===== config.mk =====
export PLATFORM = sky130hd
export DESIGN_NAME = vram_port_sched
export DESIGN_NICKNAME = d
export VERILOG_FILES = /design/src/rtl/vram_port_sched.sv
export SDC_FILE = /design/constraint.sdc
export NUM_CORES = 1
export LEC_CHECK = 0
export BUFFER_PORTS_ARGS = -buffer_cell sky130_fd_sc_hd__buf_2
export CAP_MARGIN = 20
export CORE_MARGIN = 8
export CORE_UTILIZATION = 35
export CTS_CLUSTER_SIZE = 30
export DETAILED_ROUTE_END_ITERATION = 6
export GPL_TIMING_DRIVEN = 0
export RECOVER_POWER = 50
export SLEW_MARGIN = 25
export SYNTH_ARGS = -nofsm -noshare
export SYNTH_HDL_FRONTEND = slang
export SYNTH_SLANG_ARGS = --single-unit

===== constraint.sdc =====
create_clock -name clk -period 4.7 [get_ports clk]
set_input_delay 0.47 -clock clk [delete_from_list [all_inputs] [get_ports clk]]
set_output_delay 0.47 -clock clk [all_outputs]
set_load 0.02 [all_outputs]

===== src/rtl/vram_port_sched.sv =====
// Two-port VRAM access scheduler: per-port address/step registers, single-entry write buffer and read prefetch.
// One-cycle registered strobe after a request; held until vram_ack; a full write buffer drops the write (wr_ovf).
module vram_port_sched #(
  parameter int ADDR_W = 17
) (
  input  logic              clk,
  input  logic              rst_n,
  input  logic              addrsel,
  input  logic [2:0]        addr_wr,
  input  logic [7:0]        addr_wrdata,
  input  logic [1:0]        data_wr,
  input  logic [7:0]        data_wrdata,
  input  logic [1:0]        data_rd,
  output logic [7:0]        rd_data0,
  output logic [7:0]        rd_data1,
  output logic [ADDR_W-1:0] addr0,
  output logic [ADDR_W-1:0] addr1,
  output logic [1:0]        busy,
  output logic              wr_ovf,
  output logic              vram_strobe,
  output logic              vram_write,
  output logic [ADDR_W-1:0] vram_addr,
  output logic [7:0]        vram_wrdata,
  input  logic              vram_ack,
  input  logic [7:0]        vram_rddata
);

  typedef enum logic {IDLE, ACCESS} state_t;

  state_t            state_q, state_d;
  logic [ADDR_W-1:0] addr_q [2];
  logic [ADDR_W-1:0] addr_d [2];
  logic [3:0]        incr_q [2];
  logic [3:0]        incr_d [2];
  logic              decr_q [2];
  logic              decr_d [2];
  logic [7:0]        rdd_q  [2];
  logic [ADDR_W-1:0] wb_addr [2];
  logic [7:0]        wb_dat  [2];
  logic [1:0]        rd_pend, wr_pend;
  logic [1:0]        aw_hit, wr_ack, rd_ack, wr_acc, wr_drop, ev, rd_ok, in_flight;
  logic              cur_port, rr_q, stale_q, issue, gnt;
  logic              unused_bits;

  assign unused_bits = ^addr_wrdata[2:1];

  function automatic logic [ADDR_W-1:0] step_of(input logic [3:0] idx);
    logic [9:0] s;
    case (idx)
      4'd0:    s = 10'd0;
      4'd1:    s = 10'd1;
      4'd2:    s = 10'd2;
      4'd3:    s = 10'd4;
      4'd4:    s = 10'd8;
      4'd5:    s = 10'd16;
      4'd6:    s = 10'd32;
      4'd7:    s = 10'd64;
      4'd8:    s = 10'd128;
      4'd9:    s = 10'd256;
      4'd10:   s = 10'd512;
      4'd11:   s = 10'd40;
      4'd12:   s = 10'd80;
      4'd13:   s = 10'd160;
      4'd14:   s = 10'd320;
      default: s = 10'd640;
    endcase
    return {{(ADDR_W-10){1'b0}}, s};
  endfunction

  always_comb begin
    for (int p = 0; p < 2; p++) begin
      in_flight[p] = (state_q == ACCESS) && (cur_port == 1'(p));
      aw_hit[p]    = (|addr_wr) && (addrsel == 1'(p));
      wr_ack[p]    = in_flight[p] && vram_ack && vram_write;
      rd_ack[p]    = in_flight[p] && vram_ack && !vram_write;
      // A write ack frees the buffer in the same cycle.
      wr_acc[p]    = data_wr[p] && (!wr_pend[p] || wr_ack[p]);
      wr_drop[p]   = data_wr[p] && wr_pend[p] && !wr_ack[p];
      ev[p]        = aw_hit[p] || wr_acc[p] || data_rd[p];
      rd_ok[p]     = rd_ack[p] && !stale_q && !ev[p];
      addr_d[p]    = addr_q[p];
      incr_d[p]    = incr_q[p];
      decr_d[p]    = decr_q[p];
      if (aw_hit[p]) begin
        if (addr_wr[0]) addr_d[p][7:0]  = addr_wrdata;
        if (addr_wr[1]) addr_d[p][15:8] = addr_wrdata;
        if (addr_wr[2]) begin
          addr_d[p][16] = addr_wrdata[0];
          incr_d[p]     = addr_wrdata[7:4];
          decr_d[p]     = addr_wrdata[3];
        end
      end else if (wr_acc[p] || data_rd[p]) begin
        addr_d[p] = decr_q[p] ? addr_q[p] - step_of(incr_q[p])
                              : addr_q[p] + step_of(incr_q[p]);
      end
    end
  end

  always_comb begin
    state_d = state_q;
    issue   = 1'b0;
    gnt     = rr_q;
    case (state_q)
      IDLE: begin
        if (|(wr_pend | rd_pend)) begin
          issue   = 1'b1;
          gnt     = (wr_pend[rr_q] || rd_pend[rr_q]) ? rr_q : ~rr_q;
          state_d = ACCESS;
        end
      end
      ACCESS:  if (vram_ack) state_d = IDLE;
      default: state_d = IDLE;
    endcase
  end

  always_ff @(posedge clk) begin
    if (!rst_n) begin
      state_q     <= IDLE;
      rr_q        <= 1'b0;
      cur_port    <= 1'b0;
      stale_q     <= 1'b0;
      vram_strobe <= 1'b0;
      vram_write  <= 1'b0;
      vram_addr   <= '0;
      vram_wrdata <= '0;
      wr_ovf      <= 1'b0;
      rd_pend     <= '0;
      wr_pend     <= '0;
      for (int p = 0; p < 2; p++) begin
        addr_q[p]  <= '0;
        incr_q[p]  <= '0;
        decr_q[p]  <= 1'b0;
        rdd_q[p]   <= '0;
        wb_addr[p] <= '0;
        wb_dat[p]  <= '0;
      end
    end else begin
      state_q <= state_d;
      wr_ovf  <= wr_ovf | (|wr_drop);
      if (issue) begin
        // Pending write wins over fetch; fetch address is frozen here.
        vram_strobe <= 1'b1;
        vram_write  <= wr_pend[gnt];
        vram_addr   <= wr_pend[gnt] ? wb_addr[gnt] : addr_q[gnt];
        vram_wrdata <= wb_dat[gnt];
        cur_port    <= gnt;
        stale_q     <= ev[gnt];
        rr_q        <= ~gnt;
      end else if (state_q == ACCESS) begin
        stale_q <= stale_q | ev[cur_port];
        if (vram_ack) vram_strobe <= 1'b0;
      end
      for (int p = 0; p < 2; p++) begin
        addr_q[p] <= addr_d[p];
        incr_q[p] <= incr_d[p];
        decr_q[p] <= decr_d[p];
        if (ev[p])         rd_pend[p] <= 1'b1;
        else if (rd_ok[p]) rd_pend[p] <= 1'b0;
        if (rd_ok[p])      rdd_q[p]   <= vram_rddata;
        if (wr_acc[p]) begin
          wr_pend[p] <= 1'b1;
          wb_addr[p] <= addr_q[p];
          wb_dat[p]  <= data_wrdata;
        end else if (wr_ack[p]) begin
          wr_pend[p] <= 1'b0;
        end
      end
    end
  end

  assign addr0    = addr_q[0];
  assign addr1    = addr_q[1];
  assign rd_data0 = rdd_q[0];
  assign rd_data1 = rdd_q[1];
  assign busy     = wr_pend | rd_pend | in_flight;

endmodule


== Word-level counts from Yosys, hierarchy flattened ==
Memories as Yosys holds them, arrays and structs flattened. A register that Yosys moved wholly into a read port is not among the register bits.
Cells that the tools add are included.
Storage, ports and cells
  memories: 10
  output and inout port bits: 80
  bits of input ports: 35
  word-level logic and storage cells: 183
  bits in writable memories: 110
  memory bits (read-only): 640
  bits in registers: 28
Memory list
  (no name shown): words 16, bits a word 10, read ports 1, clocked after memory_dff 0, write ports 0, RTL line 49  | case (idx)
  (no name shown): words 16, bits a word 10, read ports 1, clocked after memory_dff 0, write ports 0, RTL line 49
  (no name shown): words 16, bits a word 10, read ports 1, clocked after memory_dff 0, write ports 0, RTL line 49
  (no name shown): words 16, bits a word 10, read ports 1, clocked after memory_dff 0, write ports 0, RTL line 49
  addr_q: words 2, bits a word 17, read ports 3, clocked after memory_dff 0, write ports 2, RTL line 31  | logic [ADDR_W-1:0] addr_q [2];
  wb_addr: words 2, bits a word 17, read ports 1, clocked after memory_dff 0, write ports 2, RTL line 38  | logic [ADDR_W-1:0] wb_addr [2];
  +4 memories
Operators by class
  bitwise logic cells: 21
  reductions and logical operators: 48
  muxes and demuxes: 85
  add/subtract/negate cells: 4
  order comparisons: 3
Operators with widths (number)
  $mux 17: 11
  $mux 10: 8
  $mux 8: 8
  $mux 1: 51
  $add 17x10->17: 2
  $sub 17x10->17: 2
  $mux 4: 6
  $logic_and 1x1->1: 20
  $or 1x1->1: 14
  $reduce_bool 2->1: 6
  $logic_not 1->1: 9
  $logic_or 1x1->1: 9
  $lt 1x2->1 const B: 3
  $not 1->1: 5
  $or 2x2->2: 2
  $reduce_or 2->1: 2
  $reduce_or 3->1: 1
  $pmux 1 s2: 1
  $reduce_and 2->1: 1

== Logic depth before layout (Yosys ltp) ==
Gate-level depths: netlist of the first run.
  depth in word-level cells: 14
  mapped depth: 19
  depth with buffers taken out: 18

== Worst setup path after synthesis of the first run ==
OpenSTA, ideal clock, no wires.
  path kind: register to register
  start: memory incr_q[0][3]
  end: memory addr_q[0][11]
  data required time: 4.638 ns
  clock period less this slack: 3.723 ns
  library setup time: 0.062 ns
  stages on the path, launching flop included: 17
  arrival: 3.662 ns
  path slack: 0.977 ns
  buffers on the path: 3
  path through: dfxtp_1 -> clkbuf_1 -> clkbuf_1 -> nand3b_1 -> ha_1 -> clkbuf_1 -> nor2_1 -> mux2_2 -> o22a_1 -> o22a_1 -> ha_1 -> or3_4 -> o221ai_2 -> a21oi_2 -> o41a_1 -> or3_1 -> nand3_1
RTL lines
  start, declared: RTL line 33  | logic [3:0] incr_q [2];
  end, declared: RTL line 31

==> metrics.log, run 1 <==
INFO  metric power_frac_comb = 34.0%
INFO  metric yosys.area.top_type = sky130_fd_sc_hd__edfxtp_1
INFO  metric post-dp-hpwl = 23200 um
INFO  metric drc = 0
INFO  metric antenna_violations_before_repair = 0
INFO  metric nFillCells = 2585
INFO  metric syn-cell-area = 8890 um^2
INFO  metric multi_input_comb_area = 4890 um^2
INFO  metric power.clock.fraction = 31.1%
INFO  metric critPathKind = reg2reg
INFO  metric std_cell_rows = 58
INFO  metric timing.final.crit_period = 4400 ps
INFO  metric clkSlewWorstSetupHoldPaths = 70 ps
INFO  metric yosysWarningCount = 0
INFO  metric seq_area_frac_synth = 40.3%
INFO  metric static-leakage-power = 0.00408 uW
INFO  metric wl_per_cell = 20.7 um
INFO  metric synthDominantCellAreaShare = 22.3%
INFO  metric clkLatencyLatePin = 430 ps
INFO  metric vias_in_the_first_global_route = 8039
INFO  metric leading_cell_types_by_total_area_after_synthesis = sky130_fd_sc_hd__edfxtp_1 22%, sky130_fd_sc_hd__dfxtp_1 18%, sky130_fd_sc_hd__ha_1 4.8%
INFO  metric critical_path.endpoint_type = flip-flop
INFO  metric status = finished with violations
INFO  metric clk_path_buf_depth = 2
INFO  metric totalWireLength = 30400 um
INFO  metric chipWidth = 175 um
INFO  metric sink_count = 146
INFO  metric floorplan.initialDensity = 35.5%
INFO  metric synth.net_count = 1070
INFO  metric core = 25000 um^2
INFO  metric drive_above_1_share = 10.8%
INFO  metric fp.dieH = 175 um
INFO  metric timing.critical_path.from_type = flip-flop
INFO  metric tritoncts.num_buffers = 17
INFO  metric detailroute.wirelength.met3 = 2180 um
INFO  metric fin_tns_setup = 0 ps
INFO  metric route.met2.wl = 13400 um
INFO  metric postSynth.topFlopCell = sky130_fd_sc_hd__dfxtp_1
INFO  metric synth_most_common_cell = sky130_fd_sc_hd__nand2_1
INFO  metric slew_violations = 18
INFO  metric worst_ep_required_time = 5050 ps
INFO  metric detailroute.via_count = 8418
INFO  metric ioPinCount = 115
INFO  metric worstHoldPathType = in2reg
INFO  metric ctsHoldBuffers = 0
INFO  metric postRouteAntennaNets = 0
INFO  metric layout.cell_area.non_filler = 10400 um^2
INFO  metric wirelength_met1 = 14100 um
INFO  metric worst_pin_slew = 1720 ps
INFO  metric timing.final.crit_share = 93.7%
INFO  metric cpPeakStageDelay = 480 ps
INFO  metric cts_post_setup_buffers_inserted = 0
INFO  metric topmost_layer_with_routed_signal_wires = met4
INFO  metric netlist-cell-type-count = 87
INFO  metric grt_max_degree = 18
INFO  metric p_int = 2930 uW
INFO  metric path_max_fanout = 10
INFO  metric place_area = 9950 um^2
INFO  metric p_sw_share = 37.7%
INFO  metric power.switching = 1780 uW
INFO  metric vdd.ir_drop.worst = 0.190 mV
INFO  metric share_of_synthesized_flip_flops_with_an_asynchronous_set_or_reset = 0%
INFO  metric syn_to_final_growth = 17.4%
INFO  metric final_hold_viol_count = 0
INFO  metric gr-total-overflow = 0
INFO  metric syn-instance-count = 999
INFO  metric h_tree_level_count = 4
INFO  metric arrival = 4750 ps
INFO  metric global_route.usage.total = 19.3%
INFO  metric place_congestion = 0.906
INFO  metric placement.io_buffers = 112
INFO  metric seqPwrFrac = 34.9%
INFO  metric critical_path.slowest_cell = sky130_fd_sc_hd__or4_1
INFO  metric setup_repair_after_global_routing_missed_its_margin = false
INFO  metric postSynthRegisterBits = 146
INFO  metric post_cts_resized = 0
INFO  metric insertedDiodeCount = 0
INFO  metric cts_root_buffer = sky130_fd_sc_hd__clkbuf_16
INFO  metric synth_edf_count = 66
INFO  metric drtIter0Drc = 597
INFO  metric syn_area_per_cell = 8.90 um^2
INFO  metric layout.area.seq = 3580 um^2
INFO  metric finalSetupViolations = 0
INFO  metric grt_first_pass_wirelength = 46500 um
INFO  metric cellPowerDensity = 451 nW/um^2
INFO  metric critical-path-top-cell-by-count = sky130_fd_sc_hd__ha_1
INFO  metric worst_slew_margin_rel = -15.6%
INFO  metric drt-vias-per-instance = 5.71
INFO  metric skew = 11.1 ps
INFO  metric violations = max-capacitance violations, max-slew violations
INFO  metric synthTopCellsByCount = 111 x sky130_fd_sc_hd__nand2_1, 80 x sky130_fd_sc_hd__dfxtp_1, 80 x sky130_fd_sc_hd__nor2_1
INFO  metric path_cells = clkbuf_1, clkbuf_2, nand3b_1, ha_1, nor2_1, inv_1, o41ai_1, a2111oi_0, o21ai_0, ha_1, a211o_1, nand4b_1, o21ai_1, a21oi_1, or4_1, o211ai_1
INFO  metric tritoncts = yes
INFO  metric drv.max_cap_violation_count = 2
INFO  metric die-area = 30800 um^2
INFO  metric net_total_in_the_final_layout = 1201
INFO  metric firstDrtPassIters = 4
INFO  metric achievable-frequency = 0.227 GHz
## worst max-delay path, delay by kind of cell, from the launching register on
family	cells	cell delay, ps
buffers and inverters	3	780
adders and majority gates	2	710
and+or+nand+nor	4	940
AOI/OAI and AO/OA	7	1580
DFF	1	310
## cell usage in the layout (no fill, tap or decap), drive strengths merged, types with 34 or more instances in the layout
cell / n
a21oi: 81
and3: 44
buf: 39
clkbuf: 159
dfxtp: 80
edfxtp: 66
ha: 34
inv: 42
nand2: 111
nor2: 81
o21ai: 54
## worst paths after layout
kind                                                  start                          end  slack, ps  cells after the start
worst max-delay path              incr_q[0][4]$_SDFFE_PN0P_   addr_q[1][14]$_SDFFE_PN0P_        300                     16
worst min-delay path                             data_wr[0]      wr_pend[0]$_SDFFE_PN0P_        290                      3
worst max register to register    incr_q[0][4]$_SDFFE_PN0P_   addr_q[1][14]$_SDFFE_PN0P_        300                     16
worst min register to register  vram_wrdata[1]$_SDFFE_PN0P_  vram_wrdata[1]$_SDFFE_PN0P_        450                      2
## power groups by stage
stage                     registers [uW]  logic (uW)  clock network (uW)
after floorplan                     1710        1060                   0
after global placement              1660        1590                   0
after detailed placement            1660        1610                   0
after CTS                           1630        1620                1480
after global routing                1660        1760                1540
final                               1640        1600                1470
## layer usage
metal  track usage, %  vias to the layer above
met5                0                        -
met4             6.32                        0
met3             4.64                       41
met2             29.8                      334
met1             26.1                     4033
li1                 -                     4010
## cells by family after synthesis
family                     synth area share, %
and+or+nand+nor                           18.8
muxes                                     5.19
buffers and inverters                     4.63
xor gates and xnor gates                  1.38
adders and majority gates                 5.24
DFF                                       40.3
AOI/OAI and AO/OA                         24.5
## metrics by stage
| step | worst slack (ps) | hold slack [ps] | power (uW) | std cells | utilization (%) |
|---|---|---|---|---|---|
| 5_1_grt | 10.4 | 300 | 4960 | 1473 | 41.7 |
| 3_5_place_dp | 102 | 442 | 3280 | 1443 | 39.7 |
| 3_3_place_gp | 49.9 | 437 | 3250 | 1441 | 39.4 |
| 2_1_floorplan | 977 | 449 | 2770 | 999 | - |
| 6_report | 297 | 290 | 4710 | 1473 | 41.7 |
| 4_1_cts | 61.8 | 283 | 4740 | 1475 | 42.2 |
## final cells by class
type	count	share of cell area (%)
tap	330	3.96
timing repair buffer	114	4.92
clock inverter	14	1.71
sequential	146	34.3
inverter	33	1.19
clock buffer	18	4.32
multi-input combinational	752	46.9
buffer	66	2.66
## registers in the layout, summed over array words and instances (netlist names), 2 cells and up
register     flops
addr_q          34
wb_addr         34
vram_addr       17
rdd_q           16
wb_dat          16
incr_q           8
vram_wrdata      8
decr_q           2
rd_pend          2
wr_pend          2
Note: power is estimated with default switching activity, not from simulation.
==> inputs of run 2 (changes only) <==
--- a/config.mk
+++ b/config.mk
@@ -12,6 +12,7 @@
 export CTS_CLUSTER_SIZE = 30
 export DETAILED_ROUTE_END_ITERATION = 6
 export GPL_TIMING_DRIVEN = 0
+export PLACE_DENSITY = 0.59
 export RECOVER_POWER = 50
 export SLEW_MARGIN = 25
 export SYNTH_ARGS = -nofsm -noshare
==> metrics.log, run 2 (synthesis gave the netlist of run 1 again) <==
INFO  metric critical_path.slowest_cell = sky130_fd_sc_hd__or4_1 (unchanged)
INFO  metric dp_slack = 137 ps (was 102 ps)
INFO  metric fin_tns_setup = 0 ps (unchanged)
INFO  metric cpPeakStageDelay = 490 ps (was 480 ps)
INFO  metric static-leakage-power = 0.00406 uW (was 0.00408 uW)
INFO  metric arrival = 4650 ps (was 4750 ps)
INFO  metric fin_util = 41.5% (was 41.7%)
INFO  metric wl_per_cell = 20.5 um (was 20.7 um)
INFO  metric sink_count = 146 (unchanged)
INFO  metric mostFrequentLayoutCell = sky130_fd_sc_hd__clkbuf_1 (unchanged)
INFO  metric path_max_fanout = 10 (unchanged)
INFO  metric critical_path.endpoint_type = flip-flop (unchanged)
INFO  metric syn_to_final_growth = 17.0% (was 17.4%)
INFO  metric layout_common_cells = 136 x sky130_fd_sc_hd__clkbuf_1, 111 x sky130_fd_sc_hd__nand2_1, 81 x sky130_fd_sc_hd__nor2_1, 80 x sky130_fd_sc_hd__a21oi_1, 80 x sky130_fd_sc_hd__dfxtp_1 (was 137 x sky130_fd_sc_hd__clkbuf_1, 111 x sky130_fd_sc_hd__nand2_1, 81 x sky130_fd_sc_hd__nor2_1, 80 x sky130_fd_sc_hd__a21oi_1, 80 x sky130_fd_sc_hd__dfxtp_1)
INFO  metric clk_path_buf_depth = 2 (unchanged)
INFO  metric firstDrtPassIters = 5 (was 4)
INFO  metric detailroute.via_count = 8332 (was 8418)
INFO  metric achievable-frequency = 0.232 GHz (was 0.227 GHz)
INFO  metric skew = 15.4 ps (was 11.1 ps)
INFO  metric postRouteAntennaNets = 0 (unchanged)
INFO  metric clkLatencyLatePin = 440 ps (was 430 ps)
INFO  metric path_cells = clkbuf_1, clkbuf_2, nand3b_1, ha_2, nor2_1, inv_1, o41ai_1, a2111oi_0, o21ai_0, ha_1, a211o_1, nand4b_1, o21ai_1, a21oi_1, or4_1, o211ai_1 (was clkbuf_1, clkbuf_2, nand3b_1, ha_1, nor2_1, inv_1, o41ai_1, a2111oi_0, o21ai_0, ha_1, a211o_1, nand4b_1, o21ai_1, a21oi_1, or4_1, o211ai_1)
INFO  metric worst_hold_path.num_cells = 3 (unchanged)
INFO  metric setup_repair_after_global_routing_missed_its_margin = false (unchanged)
INFO  metric place_congestion = 0.893 (was 0.906)
INFO  metric grt_util_met1 = 26.2% (was 26.1%)
INFO  metric placement.io_buffers = 112 (unchanged)
INFO  metric slew_violations = 21 (was 18)
INFO  metric floorplan.initialDensity = 35.5% (unchanged)
INFO  metric vias_in_the_first_global_route = 8072 (was 8039)
INFO  metric violations = max-capacitance violations, max-slew violations (unchanged)
INFO  metric drt-vias-per-instance = 5.66 (was 5.71)
INFO  metric grt-busiest-layer = met2 (unchanged)
INFO  metric std_cell_rows = 58 (unchanged)
INFO  metric gr-usage-met2 = 29.7% (was 29.8%)
INFO  metric timing.final.crit_period = 4300 ps (was 4400 ps)
INFO  metric drc = 0 (unchanged)
INFO  metric post_cts_resized = 0 (unchanged)
INFO  metric insertedDiodeCount = 0 (unchanged)
INFO  metric die-area = 30800 um^2 (unchanged)
INFO  metric drv.max_cap_violation_count = 2 (unchanged)
INFO  metric tritoncts.num_buffers = 17 (unchanged)
INFO  metric timing.final.crit_share = 91.5% (was 93.7%)
INFO  metric ioPinCount = 115 (unchanged)
INFO  metric critPathKind = reg2reg (unchanged)
INFO  metric vdd.ir_drop.worst = 0.194 mV (was 0.190 mV)
INFO  metric fin_ws = 397 ps (was 297 ps)
INFO  metric biggestRegsByFlops = addr_q (34), wb_addr (34), vram_addr (17) (unchanged)
INFO  metric cts_post_setup_buffers_inserted = 0 (unchanged)
INFO  metric post-dp-hpwl = 23000 um (was 23200 um)
INFO  metric global_route.usage.total = 19.4% (was 19.3%)
INFO  metric core = 25000 um^2 (unchanged)
INFO  metric worst_slew_margin_rel = -42.0% (was -15.6%)
INFO  metric cell_depth_of_the_worst_flop_to_flop_path = 16 (unchanged)
INFO  metric worst_ep_required_time = 5040 ps (was 5050 ps)
INFO  metric ctsHoldBuffers = 0 (unchanged)
INFO  metric met3_routing_resource_usage_after_global_routing = 4.36% (was 4.64%)
INFO  metric worst_pin_slew = 2110 ps (was 1720 ps)
INFO  metric h_tree_level_count = 4 (unchanged)
INFO  metric gr-total-overflow = 0 (unchanged)
INFO  metric clkSlewWorstSetupHoldPaths = 70 ps (about the same)
INFO  metric tritoncts = yes (unchanged)
INFO  metric drive_above_1_share = 10.8% (about the same)
INFO  metric chipWidth = 175 um (unchanged)
INFO  metric final_hold_viol_count = 0 (unchanged)
INFO  metric net_total_in_the_final_layout = 1201 (unchanged)
INFO  metric grt_max_degree = 18 (unchanged)
INFO  metric drtIter0Drc = 718 (was 597)
INFO  metric fp.dieH = 175 um (unchanged)
INFO  metric timing.critical_path.from_type = flip-flop (unchanged)
INFO  metric totalWireLength = 30100 um (was 30400 um)
INFO  metric cellPowerDensity = 446 nW/um^2 (was 451 nW/um^2)
INFO  metric status = finished with violations (unchanged)
INFO  metric antenna_violations_before_repair = 0 (unchanged)
INFO  metric cts_root_buffer = sky130_fd_sc_hd__clkbuf_16 (unchanged)
INFO  metric grt_first_pass_wirelength = 46700 um (was 46500 um)
INFO  metric finalSetupViolations = 0 (unchanged)
INFO  metric worstHoldPathType = in2reg (unchanged)
INFO  metric nFillCells = 2581 (was 2585)
==> run 2: worst max-delay path: cells and delay by family, from the launching register on <==
kind,cells,cell delay [ps]
AND/OR/NAND/NOR,4,930
flip-flops,1,320
adder cells (fa/ha/maj),2,630
buffers and inverters,3,770
AO/OA/AOI/OAI,7,1570
==> run 2: cell type report <==
type                    count  area (um^2)  share of cell area [%]
repair buffers            114          513                    4.93
well taps                 330          413                    3.97
flip-flops and latches    146         3580                    34.4
multi-input cells         752         4900                    47.1
plain buffers              66          279                    2.68
inverters                  33          124                    1.19
clock buffers              19          454                    4.37
clock inverters            13          139                    1.34
==> run 2: final timing paths <==
path                               startpoint                           to  slack (ps)
hold reg to reg   vram_wrdata[3]$_SDFFE_PN0P_  vram_wrdata[3]$_SDFFE_PN0P_         450
setup reg to reg    incr_q[0][4]$_SDFFE_PN0P_   addr_q[1][14]$_SDFFE_PN0P_         400
setup / recovery    incr_q[0][4]$_SDFFE_PN0P_   addr_q[1][14]$_SDFFE_PN0P_         400
hold / removal                     data_wr[0]      wr_pend[0]$_SDFFE_PN0P_         290
==> run 2: layer usage <==
layer | part of all wire, % | up-vias | wire length, um
met3 | 7.2 | 43 | 2180
met1 | 47 | 3956 | 14000
met5 | 0 | - | 0
met2 | 44 | 332 | 13100
li1 | - | 4001 | -
met4 | 2.6 | 0 | 792
==> run 2: metrics by stage <==
stage | instances | instance area (um^2) | total power, uW | hold slack [ps]
2_1_floorplan | 999 | 8890 | 2770 | 449
3_3_place_gp | 1441 | 9860 | 3250 | 440
3_5_place_dp | 1443 | 9950 | 3270 | 442
4_1_cts | 1475 | 10500 | 4660 | 272
5_1_grt | 1473 | 10400 | 4890 | 293
6_report | 1473 | 10400 | 4640 | 291
==> run 2: where the power goes <==
| group | total, uW | leakage, uW | switching [uW] | internal (uW) |
|---|---|---|---|---|
| logic | 1600 | 0.00240 | 987 | 610 |
| clock network | 1400 | 0.000288 | 617 | 782 |
| registers | 1640 | 0.00137 | 161 | 1480 |
